<file path="src/rtl/key_conditioner.sv">
// key_conditioner: synchronises and debounces one raw board button and turns
// each accepted press (and each hold-to-repeat tick) into a single-cycle
// press_pulse, used as the count enable of the downstream display counter.
module key_conditioner #(
  parameter logic [15:0] DEBOUNCE_CYCLES = 16'd50000,
  parameter logic [23:0] HOLD_CYCLES     = 24'd25000000,
  parameter logic [23:0] REPEAT_CYCLES   = 24'd5000000,
  parameter logic        REPEAT_EN       = 1'b1,
  parameter logic        BTN_ACTIVE_LOW  = 1'b0
) (
  input  logic clk,
  input  logic reset,
  input  logic btn_raw,
  output logic press_pulse,
  output logic btn_level,
  output logic held
);

  // Counter widths hold exactly their terminal value; all counters saturate.
  localparam int DW = $clog2(32'(DEBOUNCE_CYCLES) + 1);
  localparam int HW = $clog2(32'(HOLD_CYCLES) + 1);
  localparam int RW = $clog2(32'(REPEAT_CYCLES) + 1);

  localparam logic [DW-1:0] DEB_MAX  = DW'(DEBOUNCE_CYCLES);
  localparam logic [DW-1:0] DEB_ONE  = DW'(1);
  localparam logic [HW-1:0] HOLD_MAX = HW'(HOLD_CYCLES);
  localparam logic [HW-1:0] HOLD_LST = HW'(HOLD_CYCLES - 24'd1);
  localparam logic [RW-1:0] REP_MAX  = RW'(REPEAT_CYCLES);
  localparam logic [RW-1:0] REP_LST  = RW'(REPEAT_CYCLES - 24'd1);

  typedef enum logic [2:0] {
    IDLE,
    PRESS_DEB,
    PRESSED,
    REPEAT,
    RELEASE_DEB
  } state_t;

  state_t        state, state_nxt;
  logic [DW-1:0] deb_cnt, deb_nxt;
  logic [HW-1:0] hold_cnt, hold_nxt;
  logic [RW-1:0] rep_cnt, rep_nxt;
  logic          pulse_nxt, level_nxt, held_nxt;

  logic [1:0]    sync_pipe;
  logic          s;

  // Two-flop synchroniser; polarity is normalised so 1 always means pressed.
  always_ff @(posedge clk) begin
    if (!reset) sync_pipe <= '0;
    else        sync_pipe <= {sync_pipe[0], btn_raw ^ BTN_ACTIVE_LOW};
  end

  assign s = sync_pipe[1];

  // State, counters and registered outputs.
  always_ff @(posedge clk) begin
    if (!reset) begin
      state       <= IDLE;
      deb_cnt     <= '0;
      hold_cnt    <= '0;
      rep_cnt     <= '0;
      press_pulse <= 1'b0;
      btn_level   <= 1'b0;
      held        <= 1'b0;
    end else begin
      state       <= state_nxt;
      deb_cnt     <= deb_nxt;
      hold_cnt    <= hold_nxt;
      rep_cnt     <= rep_nxt;
      press_pulse <= pulse_nxt;
      btn_level   <= level_nxt;
      held        <= held_nxt;
    end
  end

  // Next-state logic. A released sample (s=0) is tested first in PRESSED and
  // REPEAT so a release always beats a coincident hold/repeat terminal count.
  // Hold and repeat counts are left untouched in RELEASE_DEB so a release
  // glitch resumes the cadence where it left off; held tells us which state
  // to go back to.
  always_comb begin
    state_nxt = state;
    deb_nxt   = deb_cnt;
    hold_nxt  = hold_cnt;
    rep_nxt   = rep_cnt;
    pulse_nxt = 1'b0;
    level_nxt = btn_level;
    held_nxt  = held;
    case (state)
      IDLE: begin
        if (s) begin
          state_nxt = PRESS_DEB;
          deb_nxt   = DEB_ONE;
        end
      end
      PRESS_DEB: begin
        if (!s) begin
          state_nxt = IDLE;
          deb_nxt   = '0;
        end else if (deb_cnt == DEB_MAX) begin
          state_nxt = PRESSED;
          deb_nxt   = '0;
          hold_nxt  = '0;
          pulse_nxt = 1'b1;
          level_nxt = 1'b1;
        end else begin
          deb_nxt = deb_cnt + DEB_ONE;
        end
      end
      PRESSED: begin
        if (!s) begin
          state_nxt = RELEASE_DEB;
          deb_nxt   = DEB_ONE;
        end else if (REPEAT_EN && (hold_cnt == HOLD_LST)) begin
          state_nxt = REPEAT;
          rep_nxt   = '0;
          pulse_nxt = 1'b1;
          held_nxt  = 1'b1;
        end else if (hold_cnt != HOLD_MAX) begin
          hold_nxt = hold_cnt + HW'(1);
        end
      end
      REPEAT: begin
        if (!s) begin
          state_nxt = RELEASE_DEB;
          deb_nxt   = DEB_ONE;
        end else if (rep_cnt == REP_LST) begin
          rep_nxt   = '0;
          pulse_nxt = 1'b1;
        end else if (rep_cnt != REP_MAX) begin
          rep_nxt = rep_cnt + RW'(1);
        end
      end
      RELEASE_DEB: begin
        if (s) begin
          state_nxt = held ? REPEAT : PRESSED;
          deb_nxt   = '0;
        end else if (deb_cnt == DEB_MAX) begin
          state_nxt = IDLE;
          deb_nxt   = '0;
          level_nxt = 1'b0;
          held_nxt  = 1'b0;
        end else begin
          deb_nxt = deb_cnt + DEB_ONE;
        end
      end
      default: begin
        state_nxt = IDLE;
      end
    endcase
  end

endmodule

</file>
<file path="config.mk">
export PLATFORM = sky130hd
export DESIGN_NAME = key_conditioner
export DESIGN_NICKNAME = d
export VERILOG_FILES = /design/src/rtl/key_conditioner.sv
export SDC_FILE = /design/constraint.sdc
export NUM_CORES = 1
export LEC_CHECK = 0
export CAP_MARGIN = 0
export CORE_MARGIN = 2
export CORE_UTILIZATION = 25
export DETAILED_ROUTE_END_ITERATION = 16
export DONT_BUFFER_PORTS = 1
export PLACE_DENSITY = 0.47
export REMOVE_ABC_BUFFERS = 1
export SKIP_CTS_REPAIR_TIMING = 1
export SLEW_MARGIN = 20
export SYNTH_ARGS = -nofsm -noshare
export SYNTH_HDL_FRONTEND = slang
export SYNTH_SLANG_ARGS = --single-unit
</file>
<file path="constraint.sdc">
create_clock -name clk -period 2.2 [get_ports clk]
set_input_delay 0.44 -clock clk [delete_from_list [all_inputs] [get_ports clk]]
set_output_delay 0.44 -clock clk [all_outputs]
set_load 0.05 [all_outputs]
</file>
After elaboration in Yosys (flattened, before gate mapping). Cells that the tools add are included.

Bits in registers: 70.

$add $sub $neg: 3. Eq/ne operators: 25. Multiplexer cells: 43. Reductions and logical operators: 13.

Operators by type and width (number): $mux 23 (10); $pmux 23 s2 (2); $mux 16 (5); $pmux 16 s4 (1); $add 23x1->23 const B (2); $eq 23x23->1 const B (2); $ne 23x23->1 const B (2); $mux 3 (8); $ne 2x2->1 const B (12); $reduce_and 5->1 (4); $add 16x1->16 const B (1); $eq 16x16->1 const B (1); $pmux 3 s5 (1); $mux 1 (13); $ne 3x3->1 const B (4); $reduce_bool 2->1 (4); $eq 3x2->1 const B (2); $reduce_and 6->1 (1); $pmux 1 s2 (2); $reduce_bool 4->1 (1); $eq 3x1->1 const B (1); $eq 3x3->1 const B (1); $logic_not 3->1 (1); $pmux 1 s3 (1); 2 further kinds (2).

Longest topological paths before layout. Gate-level depths: netlist (run 1).

Depth in word-level cells: 5. Depth in mapped cells: 9. Depth with buffers taken out: 8.

Least setup slack after synthesis (run 1). OpenSTA, ideal clock, no wires.

Kind: register to register. Start point: reg hold_cnt[8]. End point: reg rep_cnt[3]. Data arrival time: 2.078 ns. Data required time: 2.131 ns. Path slack: 0.053 ns. Stages on the path, launching flop included: 8. Buffers on the path: 1. Period minus slack after synthesis: 2.147 ns. Cell sequence: dfxtp_1 -> or4b_4 -> nor4_4 -> and3_1 -> buf_4 -> o21ai_4 -> or4_1 -> o21ai_1.

Longest elaborated chain between the ends: 3.

Ends and longest elaborated chain: start: declaration (line 41) `logic [HW-1:0] hold_cnt, hold_nxt;`; start signal: assignment (line 69) `hold_cnt <= hold_nxt;`; $eq 23x23->1 (line 115) `end else if (REPEAT_EN && (hold_cnt == HOLD_LST)) begin`; $ne 2x2->1 (no source line); $reduce_and 5->1 (no source line); end signal: assignment (line 70) `rep_cnt <= rep_nxt;`; end: declaration (line 42) `logic [RW-1:0] rep_cnt, rep_nxt;`.

No other way between the ends. A chain may end at the register's enable or synchronous reset.

Final worst setup path (run 1).
Start point: reg rep_cnt[16]. End point: reg rep_cnt[17].

Longest elaborated chain between the ends: 5.

Ends and longest elaborated chain: $add 23x1->23 (line 132) `rep_nxt = rep_cnt + RW'(1);`; $mux 23 (line 131) `end else if (rep_cnt != REP_MAX) begin`; $mux 23 (line 128) `end else if (rep_cnt == REP_LST) begin`; $mux 23 (line 125) `if (!s) begin`; $pmux 23 s2 (line 90) `case (state)`.

Several ways; a longest one is shown, not always the timed one. The select of a mux whose other input is x is not followed.

==> results list, run 1 <==
- Outcome: completed
- Switching Fraction: 20.6%
- Of all cell types, the one taking the most synthesized area is sky130_fd_sc_hd__dfxtp_1.
- DRC violation count after routing: 0
* Worst reg-to-reg setup slack: 80 ps
- HP Class: in2reg
- VDD sags by at most 318 µV.
- Most frequently used cell type in the post-synthesis netlist: sky130_fd_sc_hd__dfxtp_1
* # H-tree levels: 3
- The number of placed instances, taps included, is 763.
* Std cell rows: 45
- Cells with a size suffix above 1 make up 21.1% of the layout.
* Remaining antenna violation count after routing: 0
- Cell Int Power: 0.00231 W
* Global-route wire length before repair: 18700 µm
- Number of distinct library cells after synthesis: 61
- Total track usage: 13.8%
- From synthesis to final layout, the design area changed by 28.4%.
- Cells after Synth: 510
* Data required time at the worst endpoint: 2420 ps
- Final cell count without fillers: 781
- Clock-pin slew reported for the worst setup and hold paths after clock tree synthesis: 60 ps
- Entering global routing, the biggest net connects 41 pins.
- Synthesis inferred 70 register bits.
- MaxCap Viol Count: 0
- RSZ-0062 raised after global routing: yes
- For the final routed database, the setup TNS stands at 0 ps.
- Flip-flop cell with the highest count after synthesis: sky130_fd_sc_hd__dfxtp_1
- For the final database, setup skew stands at 6.54 ps.
- DR pass1 iterations: 5
- Headroom to the max-slew limit came out at 61.5%.
- DR vias/cell: 5.06
- Top cells by area, synth: sky130_fd_sc_hd__dfxtp_1 35%, sky130_fd_sc_hd__nand2_1 5.7%, sky130_fd_sc_hd__a21oi_1 4.9%, sky130_fd_sc_hd__nor2_1 4.4%, sky130_fd_sc_hd__nand3_1 3.4%
- The analysis attributes to cell leakage a power of 1.73 nW.
* Fill cell total of the finished layout: 1667
* Starting density of the core: 25.8%
- Type of origin of the critical path: flop
- Final layout net count: 574
- Shortest period the worst path allows: 2120 ps
- Footprint of the multi-input gates: 0.00245 mm²
- Number of clock buffers inserted by TritonCTS: 9
- Area share of the largest cell type after synthesis: 35.5%
- Syn_area_per_cell: 7.74 µm²
* Setup violation total in the final timing report: 0
* Final hold violation count: 0
* Die X-Extent: 130 µm
- Via count of the first global-routing pass: 3814
- Power spread over the standard cell area amounts to 575 mW/mm².
- The die is 130 µm tall.
- Sequential cells burn 43.8% of the power.
- CP Capture Type: flop
- Area used by sequential logic in the layout: 0.00140 mm²
* Fraction of power consumed by combinational cells: 1.8%
* Number of DRC markers after the initial detailed-route iteration: 219
- CTS root buf: sky130_fd_sc_hd__clkbuf_16
- Core region area: 0.0153 mm²
- In the final routed layout, each cell accounts on average for 14.2 µm.
* Clock tree from TritonCTS: yes
- Cell area after synthesis: 0.00395 mm²
- Port buffering added 0 buffers.
* Worst-margin pin slew: 573 ps
- IO Pins: 6
- Once detailed placement completed, the half-perimeter wirelength came to 7560 µm.
* Clock latency on the worst-skew pair: 340 ps
- Critical Path Fanout Max: 7
- Post-synthesis async set-or-reset flop share: 0%
- The final critical path takes up 96.5% of the cycle.
* Arrival time at the worst endpoint: 2340 ps
- Yosys synthesis warning count: 0
* Antenna diode instance count: 0
- Clock tree synthesis found a total of 70 sinks.
* Slew Limit Fails: 0
* Worst-case clock buffer depth: 2
- Via Count: 3951
- The analysis attributes to net switching a power of 0.000601 W.
* Number of antenna violations at the first check in global routing: 0
- Portion of total power attributed to the clock network: 54.4%
* Sequential-to-total area share from yosys stat: 35.5%
- Die footprint: 0.0168 mm²
- Fmax: 471 MHz
- The worst setup path is of the reg2reg kind.
- Leading cell types by count after synthesis: 70 x sky130_fd_sc_hd__dfxtp_1, 60 x sky130_fd_sc_hd__nand2_1, 46 x sky130_fd_sc_hd__nor2_1
- Number of flops mapped to enable cells by yosys: 0
- For this block, the routed nets add up to 11100 µm of wire.
* Routability congestion estimate: 0.818
- Final global-route overflow total: 0
worst max-delay path, stage by stage (launching register included):
cell	delay [ps]
sky130_fd_sc_hd__dfxtp_1	310
sky130_fd_sc_hd__or4_4	550
sky130_fd_sc_hd__nor4_4	350
sky130_fd_sc_hd__a31oi_4	210
sky130_fd_sc_hd__o21ai_4	320
sky130_fd_sc_hd__buf_4	190
sky130_fd_sc_hd__o41ai_1	70
sequential cells by signal, summed over array words and instances (netlist names):
register,flops
sync_pipe,2
btn_level,1
deb_cnt,16
press_pulse,1
hold_cnt,23
rep_cnt,23
held,1
state,3
area by class of cell:
class | count | area share [%]
multi-input cells | 398 | 48.4
clock buffers | 10 | 4.72
inverters | 12 | 0.889
clock inverters | 6 | 1.65
flip-flops and latches | 70 | 27.7
repair buffers | 74 | 11.5
well taps | 211 | 5.21
logic make-up (layout without fill, tap and decap cells):
| logic type | count (synthesis) | in the layout | share of synthesized area (%) |
|---|---|---|---|
| adders and majority gates | 6 | 6 | 1.90 |
| buffers and inverters | 43 | 102 | 4.37 |
| xor gates and xnor gates | 13 | 13 | 2.88 |
| muxes | 1 | 1 | 0.285 |
| DFF | 70 | 70 | 35.5 |
| and+or+nand+nor | 241 | 241 | 33.0 |
| AOI/OAI and AO/OA | 136 | 137 | 22.0 |
per-layer routing:
| layer | global-route usage [%] | wire length [µm] | vias to the layer above | share of wire (%) |
|---|---|---|---|---|
| met4 | 4.05 | 144 | 0 | 1.3 |
| met5 | 0 | 0 | - | 0 |
| li1 | - | - | 2004 | - |
| met2 | 23.1 | 5200 | 92 | 47 |
| met3 | 2.64 | 520 | 13 | 4.7 |
| met1 | 18.2 | 5190 | 1842 | 47 |
stage by stage:
| step | instance area, µm² | util, % | hold WS, ps | total power [W] | setup WS [ps] |
|---|---|---|---|---|---|
| after detailed placement | 4660 | 30.4 | 425 | 0.00135 | -60.4 |
| after CTS | 4980 | 32.5 | 219 | 0.00296 | -76.2 |
| final | 5070 | 33.1 | 229 | 0.00291 | 77.3 |
| after global placement | 4660 | 30.4 | 420 | 0.00136 | -17.5 |
| after floorplan | 3820 | - | 412 | 0.00133 | -395 |
| after global routing | 5070 | 33.1 | 221 | 0.00302 | -48.3 |
power by group through the flow:
stage	sequential [W]	combinational, W	clock, W
floorplan	0.00130	0.0000275	0
global placement	0.00130	0.0000529	0
detailed placement	0.00130	0.0000520	0
CTS	0.00127	0.0000521	0.00163
global route	0.00127	0.0000584	0.00169
finish	0.00127	0.0000521	0.00159
layout by cell type, fill, tap and decap left out, types with 4 or more instances in the layout:
cell,Yosys,final
sky130_fd_sc_hd__nor3_1,19,16
sky130_fd_sc_hd__nor2b_1,5,5
sky130_fd_sc_hd__nand2_1,60,59
sky130_fd_sc_hd__nand4b_1,5,5
sky130_fd_sc_hd__o21ai_0,27,27
sky130_fd_sc_hd__and3_1,11,10
sky130_fd_sc_hd__nand2b_1,4,4
sky130_fd_sc_hd__o22ai_1,8,8
sky130_fd_sc_hd__and2_1,5,5
sky130_fd_sc_hd__xnor2_1,9,9
sky130_fd_sc_hd__nand4_1,11,11
sky130_fd_sc_hd__o21ai_1,4,4
sky130_fd_sc_hd__o211ai_1,6,6
sky130_fd_sc_hd__xor2_1,4,4
sky130_fd_sc_hd__clkbuf_16,0,9
sky130_fd_sc_hd__and4_1,6,5
sky130_fd_sc_hd__or4_1,14,13
sky130_fd_sc_hd__a21oi_1,39,39
sky130_fd_sc_hd__inv_1,12,12
sky130_fd_sc_hd__buf_4,1,72
sky130_fd_sc_hd__o32ai_1,4,4
sky130_fd_sc_hd__nand3_1,27,26
sky130_fd_sc_hd__ha_1,6,6
sky130_fd_sc_hd__or3_1,6,5
sky130_fd_sc_hd__dfxtp_1,70,70
sky130_fd_sc_hd__a31oi_1,16,16
sky130_fd_sc_hd__a311oi_1,4,4
sky130_fd_sc_hd__nor2_1,46,45
path summary, 6_finish.rpt:
path | end | start | cells past startpoint
setup / recovery | rep_cnt[17] | rep_cnt[16] | 6
hold / removal | sync_pipe[0] | btn_raw | 1
setup reg to reg | rep_cnt[17] | rep_cnt[16] | 6
hold reg to reg | sync_pipe[1] | sync_pipe[0] | 1
(Power assumes the default switching activity.)
==> inputs of run 2 (changes only) <==
--- a/config.mk
+++ b/config.mk
@@ -5,12 +5,16 @@
 export SDC_FILE = /design/constraint.sdc
 export NUM_CORES = 1
 export LEC_CHECK = 0
+export ABC_CLOCK_PERIOD_IN_PS = 2200
 export CAP_MARGIN = 0
+export CELL_PAD_IN_SITES_DETAIL_PLACEMENT = 0
+export CELL_PAD_IN_SITES_GLOBAL_PLACEMENT = 1
 export CORE_MARGIN = 2
 export CORE_UTILIZATION = 25
 export DETAILED_ROUTE_END_ITERATION = 16
 export DONT_BUFFER_PORTS = 1
-export PLACE_DENSITY = 0.47
+export PLACE_DENSITY = 0.56
+export RECOVER_POWER = 50
 export REMOVE_ABC_BUFFERS = 1
 export SKIP_CTS_REPAIR_TIMING = 1
 export SLEW_MARGIN = 20
==> results list, run 2 (synthesis results as in run 1) <==
- Outcome: completed
- Number of clock sinks: 70 (unchanged)
- The transition at the pin with the smallest max-transition slack was 565 ps (-8.30 ps).
- MaxCap Viol Count: 0 (unchanged)
* Final cell count without fillers: 790 (+1.2%)
- Most common cell after layout, fill and taps aside: sky130_fd_sc_hd__buf_4
- The number of nets in the layout was 583 (+1.6%).
* DR vias/cell: 5.07 (+0.21%)
- The number of buffers added on ports is 0 (unchanged).
- Per-cell routed wire length: 15.0 µm (+6.1%)
- The register-to-register setup slack was 50 ps (-30 ps).
* Portion of total power attributed to the clock network: 56.8% (+2.4 points)
- Placed Cells: 767 (+0.52%)
- Biggest registers after layout: hold_cnt x23, rep_cnt x23, deb_cnt x16
* Total track usage: 14.7% (+0.90 points)
- The worst reg-to-reg path cell count came to 6 (unchanged).
- From synthesis to final layout, the design area changed by 31.9%.
* Pre-CTS setup slack: -154 ps (-93.5 ps)
- The required time at the endpoint of the critical path came to 2480 ps (+60 ps).
- The cell-internal power is 0.00246 W (+6.5%).
- The number of buffers created by CTS came to 9 (unchanged).
- The total leakage power was 1.79 nW (+3.5%).
- Setup violation total in the final timing report: 0 (unchanged)
* Critical Path Fanout Max: 6 (-1)
- The relative max-transition margin was 61.8% (+0.32 points).
- Startpoint of the most critical register-to-register path: hold_cnt[8]
* Crit-path max cell delay: 540 ps (about the same)
- The multi-input combinational cell area came to 0.00249 mm² (+1.6%).
* Shortest period the worst path allows: 2150 ps (+30.6 ps)
- Worst path setup slack after routing: 46.7 ps (-30.6 ps)
- Fraction of power consumed by combinational cells: 1.7% (about the same)
- The power density over the cells came to 591 mW/mm² (+2.8%).
* Portion of the clock cycle consumed by the worst path in the final layout: 97.9% (+1.4 points)
- Final global-route overflow total: 0 (unchanged)
- PnR Total Power: 0.00307 W (+5.6%)
- The number of global-route vias before repair is 3973 (+4.2%).
- Clock tree from TritonCTS: yes
* Slew Limit Fails: 0 (unchanged)
* Arrival time at the worst endpoint: 2440 ps (+100 ps)
* RSZ-0062 raised after global routing: yes
* Worst Min Path Start: btn_raw
- The initial core utilization came to 25.8% (unchanged).
- CTS root buf: sky130_fd_sc_hd__clkbuf_16
* Global-route wire length before repair: 19700 µm (+5.2%)
- STA classifies the critical path startpoint as a flop.
* CP Capture Type: flop
- The last weighted congestion value of the routability-driven placer was 0.780 (-4.6%).
* Post-detailed-routing wire length: 11900 µm (+7.4%)
* Clock latency on the worst-skew pair: 350 ps (about the same)
* Die footprint: 0.0168 mm² (unchanged)
- The worst hold path belongs to the class in2reg.
* Antenna diode instance count: 0 (unchanged)
- The area inside the core boundary was 0.0153 mm² (unchanged).
- The area occupied by registers came to 0.00140 mm² (about the same).
- The number of hold-slack violations in the final timing report is 0 (unchanged).
* IO Pins: 6 (unchanged)
* Remaining antenna violation count after routing: 0 (unchanged)
* Post-DP Area: 0.00470 mm² (+0.91%)
* Fin Clk Skew: 7.76 ps (+1.21 ps)
* Cells along the critical path: or4b_4, nor4_4, and3_4, o21ai_4, or4_1, o21ai_1
* Share of layout cells above drive strength 1: 22.3% (+1.2 points)
- The maximum frequency from static timing analysis was 464 MHz (-1.4%).
* Critical path launch point: hold_cnt[8]
- The cell area after layout is 0.00520 mm² (+2.7%).
- Worst-case clock buffer depth: 2 (unchanged)
- Hold depth: 1 (unchanged)
- The switching share of power came to 20.0% (-0.66 points).
- Fill cell total of the finished layout: 1639 (-1.7%)
- The overall die width was 130 µm (unchanged).
- Most used cells in the layout excluding fill and tap cells: 78 x sky130_fd_sc_hd__buf_4, 69 x sky130_fd_sc_hd__dfxtp_1, 59 x sky130_fd_sc_hd__nand2_1
* DRC violation count after routing: 0 (unchanged)
- The total vias in the final route is 4005 (+1.4%).
* Number of DRC markers after the initial detailed-route iteration: 211 (-3.7%)
- Std cell rows: 45 (unchanged)
- # H-tree levels: 3 (unchanged)
* Vertical extent of the die: 130 µm (unchanged)
- Largest net degree at the start of global routing: 41 (unchanged)
- The clock transition at the register clock pins on the worst setup and hold paths after CTS is 60 ps (about the same).
* Max VDD drop: 306 µV (-4.0%)
* Dpl hpwl: 7960 µm (+5.3%)
- DR pass1 iterations: 4 (-1)
* Fraction of power consumed by sequential logic: 41.5% (-2.3 points)
* Setup CP Type: reg2reg
- The number of antenna violations at the first check in global routing is 0 (unchanged).
- Slowest stage cell on the critical path: sky130_fd_sc_hd__or4b_4
- The net switching power is 0.000614 W (+2.2%).
[run 2: area by class of cell]
class,count,area share (%)
multi-input combinational,399,47.9
clock buffer,13,5.00
sequential,70,26.9
timing repair buffer,82,12.5
tap,211,5.07
clock inverter,3,1.73
inverter,12,0.865
[run 2: worst paths after layout]
kind                                      to
worst min-delay path            sync_pipe[0]
worst max register to register   rep_cnt[10]
worst max-delay path             rep_cnt[10]
worst min register to register  sync_pipe[1]
[run 2: power by group through the flow]
stage	Sequential (W)	Combinational, W	Clock [W]
2_1_floorplan	0.00130	0.0000275	0
3_3_place_gp	0.00130	0.0000526	0
3_5_place_dp	0.00130	0.0000530	0
4_1_cts	0.00127	0.0000531	0.00178
5_1_grt	0.00127	0.0000592	0.00184
6_report	0.00127	0.0000524	0.00175
[run 2: metrics by stage]
stage | TNS (ps) | hold WS, ps | util [%]
global placement | -693 | 423 | 30.7
finish | 0 | 219 | 34.0
detailed placement | -1300 | 434 | 30.7
floorplan | -7090 | 412 | -
CTS | -1590 | 204 | 33.0
global route | -109 | 211 | 34.0
[run 2: per-layer routing]
layer / vias up / GRT usage (%) / part of all wire, %
li1: 2033 / - / -
met1: 1921 / 19.2 / 49
met2: 40 / 24.1 / 47
met3: 11 / 2.27 / 2.3
met4: 0 / 6.45 / 1.7
met5: - / 0 / 0
[run 2: worst max-delay path, delay by kind of cell, from the launching register on]
kind	cells	cell delay [ps]
AOI/OAI and AO/OA	2	190
DFF	1	310
and+or+nand+nor	4	1590
==> inputs of run 3 (changes only) <==
--- a/config.mk
+++ b/config.mk
@@ -13,9 +13,9 @@
 export CORE_UTILIZATION = 25
 export DETAILED_ROUTE_END_ITERATION = 16
 export DONT_BUFFER_PORTS = 1
+export HOLD_SLACK_MARGIN = 0.05
 export PLACE_DENSITY = 0.56
 export RECOVER_POWER = 50
-export REMOVE_ABC_BUFFERS = 1
 export SKIP_CTS_REPAIR_TIMING = 1
 export SLEW_MARGIN = 20
 export SYNTH_ARGS = -nofsm -noshare
==> results list, run 3 (synthesis results as in run 1) <==
- The last weighted congestion value of the routability-driven placer was 0.808 (+3.5%).
* Setup CP Type: reg2reg
- The final period utilization is 98.2% (+0.29 points).
* RSZ-0062 raised after global routing: yes
* Worst-case clock buffer depth: 2 (unchanged)
* Worst-margin pin slew: 643 ps (+77.7 ps)
* DR pass1 iterations: 4 (unchanged)
* Final layout net count: 568 (-2.6%)
- The number of design rule violations left after detail routing is 0 (unchanged).
* Fraction of power consumed by sequential logic: 41.8% (+0.3 points)
- The initial core utilization was 25.8% (unchanged).
- CTS placed an instance of sky130_fd_sc_hd__clkbuf_16 at the clock tree root.
* Number of antenna violations at the first check in global routing: 0 (unchanged)
* Worst path setup slack after routing: 40.4 ps (-6.30 ps)
- Crit-path max cell delay: 540 ps (about the same)
- Grouping stages by cell kind, the critical path spends the most delay in simple AND/OR/NAND/NOR gates.
- Remaining antenna violation count after routing: 0 (unchanged)
- Number of clock buffers inserted by TritonCTS: 9 (unchanged)
* Via count of the first global-routing pass: 3980 (+0.18%)
* # H-tree levels: 3 (unchanged)
* Placed Cells: 758 (-1.2%)
* PortBufs: 0 (unchanged)
- Buffers plus inverters on the worst setup path: 0 (unchanged)
* Std cell rows: 45 (unchanged)
- Most common cell after layout, fill and taps aside: sky130_fd_sc_hd__dfxtp_1
* Per-cell routed wire length: 15.3 µm (+1.7%)
- Slew Limit Fails: 0 (unchanged)
* CP Capture Type: flop
- TritonCTS built the clock tree.
- Final cell count without fillers: 775 (-1.9%)
- Fraction of power consumed by combinational cells: 1.6% (about the same)
* Setup violation total in the final timing report: 0 (unchanged)
- The top cell types in the final layout, fill and taps aside, are 68 x sky130_fd_sc_hd__dfxtp_1, 66 x sky130_fd_sc_hd__buf_4, 60 x sky130_fd_sc_hd__nand2_1.
- Switching Fraction: 20.5% (+0.49 points)
* Outcome: completed
- The net switching power is 0.000623 W (+1.5%).
* Share of layout cells above drive strength 1: 20.2% (-2.1 points)
- The iteration-0 DRC count of the detailed router was 267 (+27%).
* Data required time at the worst endpoint: 2480 ps (about the same)
- Core region area: 0.0153 mm² (unchanged)
- HP Class: in2reg
* Worst hold slack across all endpoints: 219 ps (-0.829 ps)
- The highest fanout seen on the critical path was 6 (unchanged).
- Biggest registers after layout: hold_cnt x23, rep_cnt x23, deb_cnt x16
- Compared with the post-synthesis result, the final layout area differs by 28.0%.
- Post-Synthesis Net Count: 519
* Cells along the critical path: or4b_4, nor4_4, and3_4, o21ai_4, or4_1, o21ai_1
- The number of antenna cells inserted is 0 (unchanged).
* Largest net degree at the start of global routing: 41 (unchanged)
- Fin Clk Skew: 5.47 ps (-2.29 ps)
- Pre-CTS setup slack: -73.5 ps (+80.4 ps)
- Number of clock sinks: 70 (unchanged)
- The relative max-transition margin was 57.1% (-4.7 points).
- The count of pins on the block boundary is 6 (unchanged).
- The power density over the cells is 603 mW/mm² (+2.1%).
- The wire length of the first global-routing pass is 19800 µm (+0.52%).
- Final global-route overflow total: 0 (unchanged)
* Cell Int Power: 0.00242 W (-1.5%)
- The all-layer global routing usage was 14.7% (-0.025 points).
* Vertical extent of the die: 130 µm (unchanged)
* Die footprint: 0.0168 mm² (unchanged)
- The signal arrival time at the worst endpoint is 2440 ps (about the same).
* Shortest period the worst path allows: 2160 ps (+6.30 ps)
- Type of origin of the critical path: flop
* Lkg Pwr: 1.71 nW (-4.6%)
* Portion of total power attributed to the clock network: 56.6% (-0.2 points)
* Die X-Extent: 130 µm (unchanged)
- Dpl hpwl: 8170 µm (+2.5%)
- Final hold violation count: 0 (unchanged)
* Max VDD drop: 362 µV (+18%)
* DR vias/cell: 5.12 (+0.92%)
- The max-capacitance violation count is 0 (unchanged).
* Slowest stage cell on the critical path: sky130_fd_sc_hd__or4b_4
- Setup_tns: 0 ps (unchanged)
* Clock latency on the worst-skew pair: 340 ps (about the same)
- Via Count: 3965 (-1.0%)
* Clock-pin slew reported for the worst setup and hold paths after clock tree synthesis: 60 ps (about the same)
* Post-detailed-routing wire length: 11800 µm (-0.24%)
- Fmax: 463 MHz (-0.29%)
==> run 3: cell count changes in the layout (fill, tap and decap cells not counted), sizes merged <==
cell / previous run / this run
a21oi: 41 / 40
buf: 81 / 68
clkbuf: 14 / 10
clkinv: 0 / 3
==> run 3: final cells by class <==
class	instances	area, µm²
Timing Repair Buffer	68	527
Clock inverter	6	109
Tap cell	211	264
Multi-Input combinational cell	398	2460
Fill cell	1633	10300
Clock buffer	10	239
Inverter	12	45.0
Sequential cell	70	1400
==> run 3: power by group through the flow <==
stage | logic (W) | clock network [W] | registers (W)
detailed placement | 0.0000507 | 0 | 0.00130
global placement | 0.0000503 | 0 | 0.00130
CTS | 0.0000507 | 0.00177 | 0.00127
finish | 0.0000501 | 0.00172 | 0.00127
global route | 0.0000559 | 0.00183 | 0.00127
floorplan | 0.0000427 | 0 | 0.00130
==> run 3: worst reg2reg max path, stage by stage, from the launching register on <==
cell	delay, ps
sky130_fd_sc_hd__dfxtp_2	320
sky130_fd_sc_hd__or4b_4	540
sky130_fd_sc_hd__nor4_4	250
sky130_fd_sc_hd__and3_4	310
sky130_fd_sc_hd__o21ai_4	110
sky130_fd_sc_hd__or4_1	490
sky130_fd_sc_hd__o21ai_1	80
==> run 3: path summary, 6_finish.rpt <==
check         startpoint            to  slack [ps]  depth (start not counted)
min reg2reg  deb_cnt[15]   deb_cnt[15]         480                          1
min              btn_raw  sync_pipe[0]         220                          1
max          hold_cnt[8]   rep_cnt[10]          40                          6
max reg2reg  hold_cnt[8]   rep_cnt[10]          40                          6
==> run 3: routing by layer <==
metal	vias to the layer above	track usage, %	routed length [µm]
li1	1987	-	-
met2	62	24.7	5680
met5	-	0	0
met1	1905	18.6	5660
met4	0	4.30	112
met3	11	3.84	388
==> run 3: metrics by stage <==
step                power (W)  util, %  area [µm²]
floorplan             0.00134        -        3950
global placement      0.00135     30.1        4610
detailed placement    0.00135     30.1        4610
CTS                   0.00309     32.4        4950
global route          0.00316     33.0        5050
finish                0.00305     33.0        5050
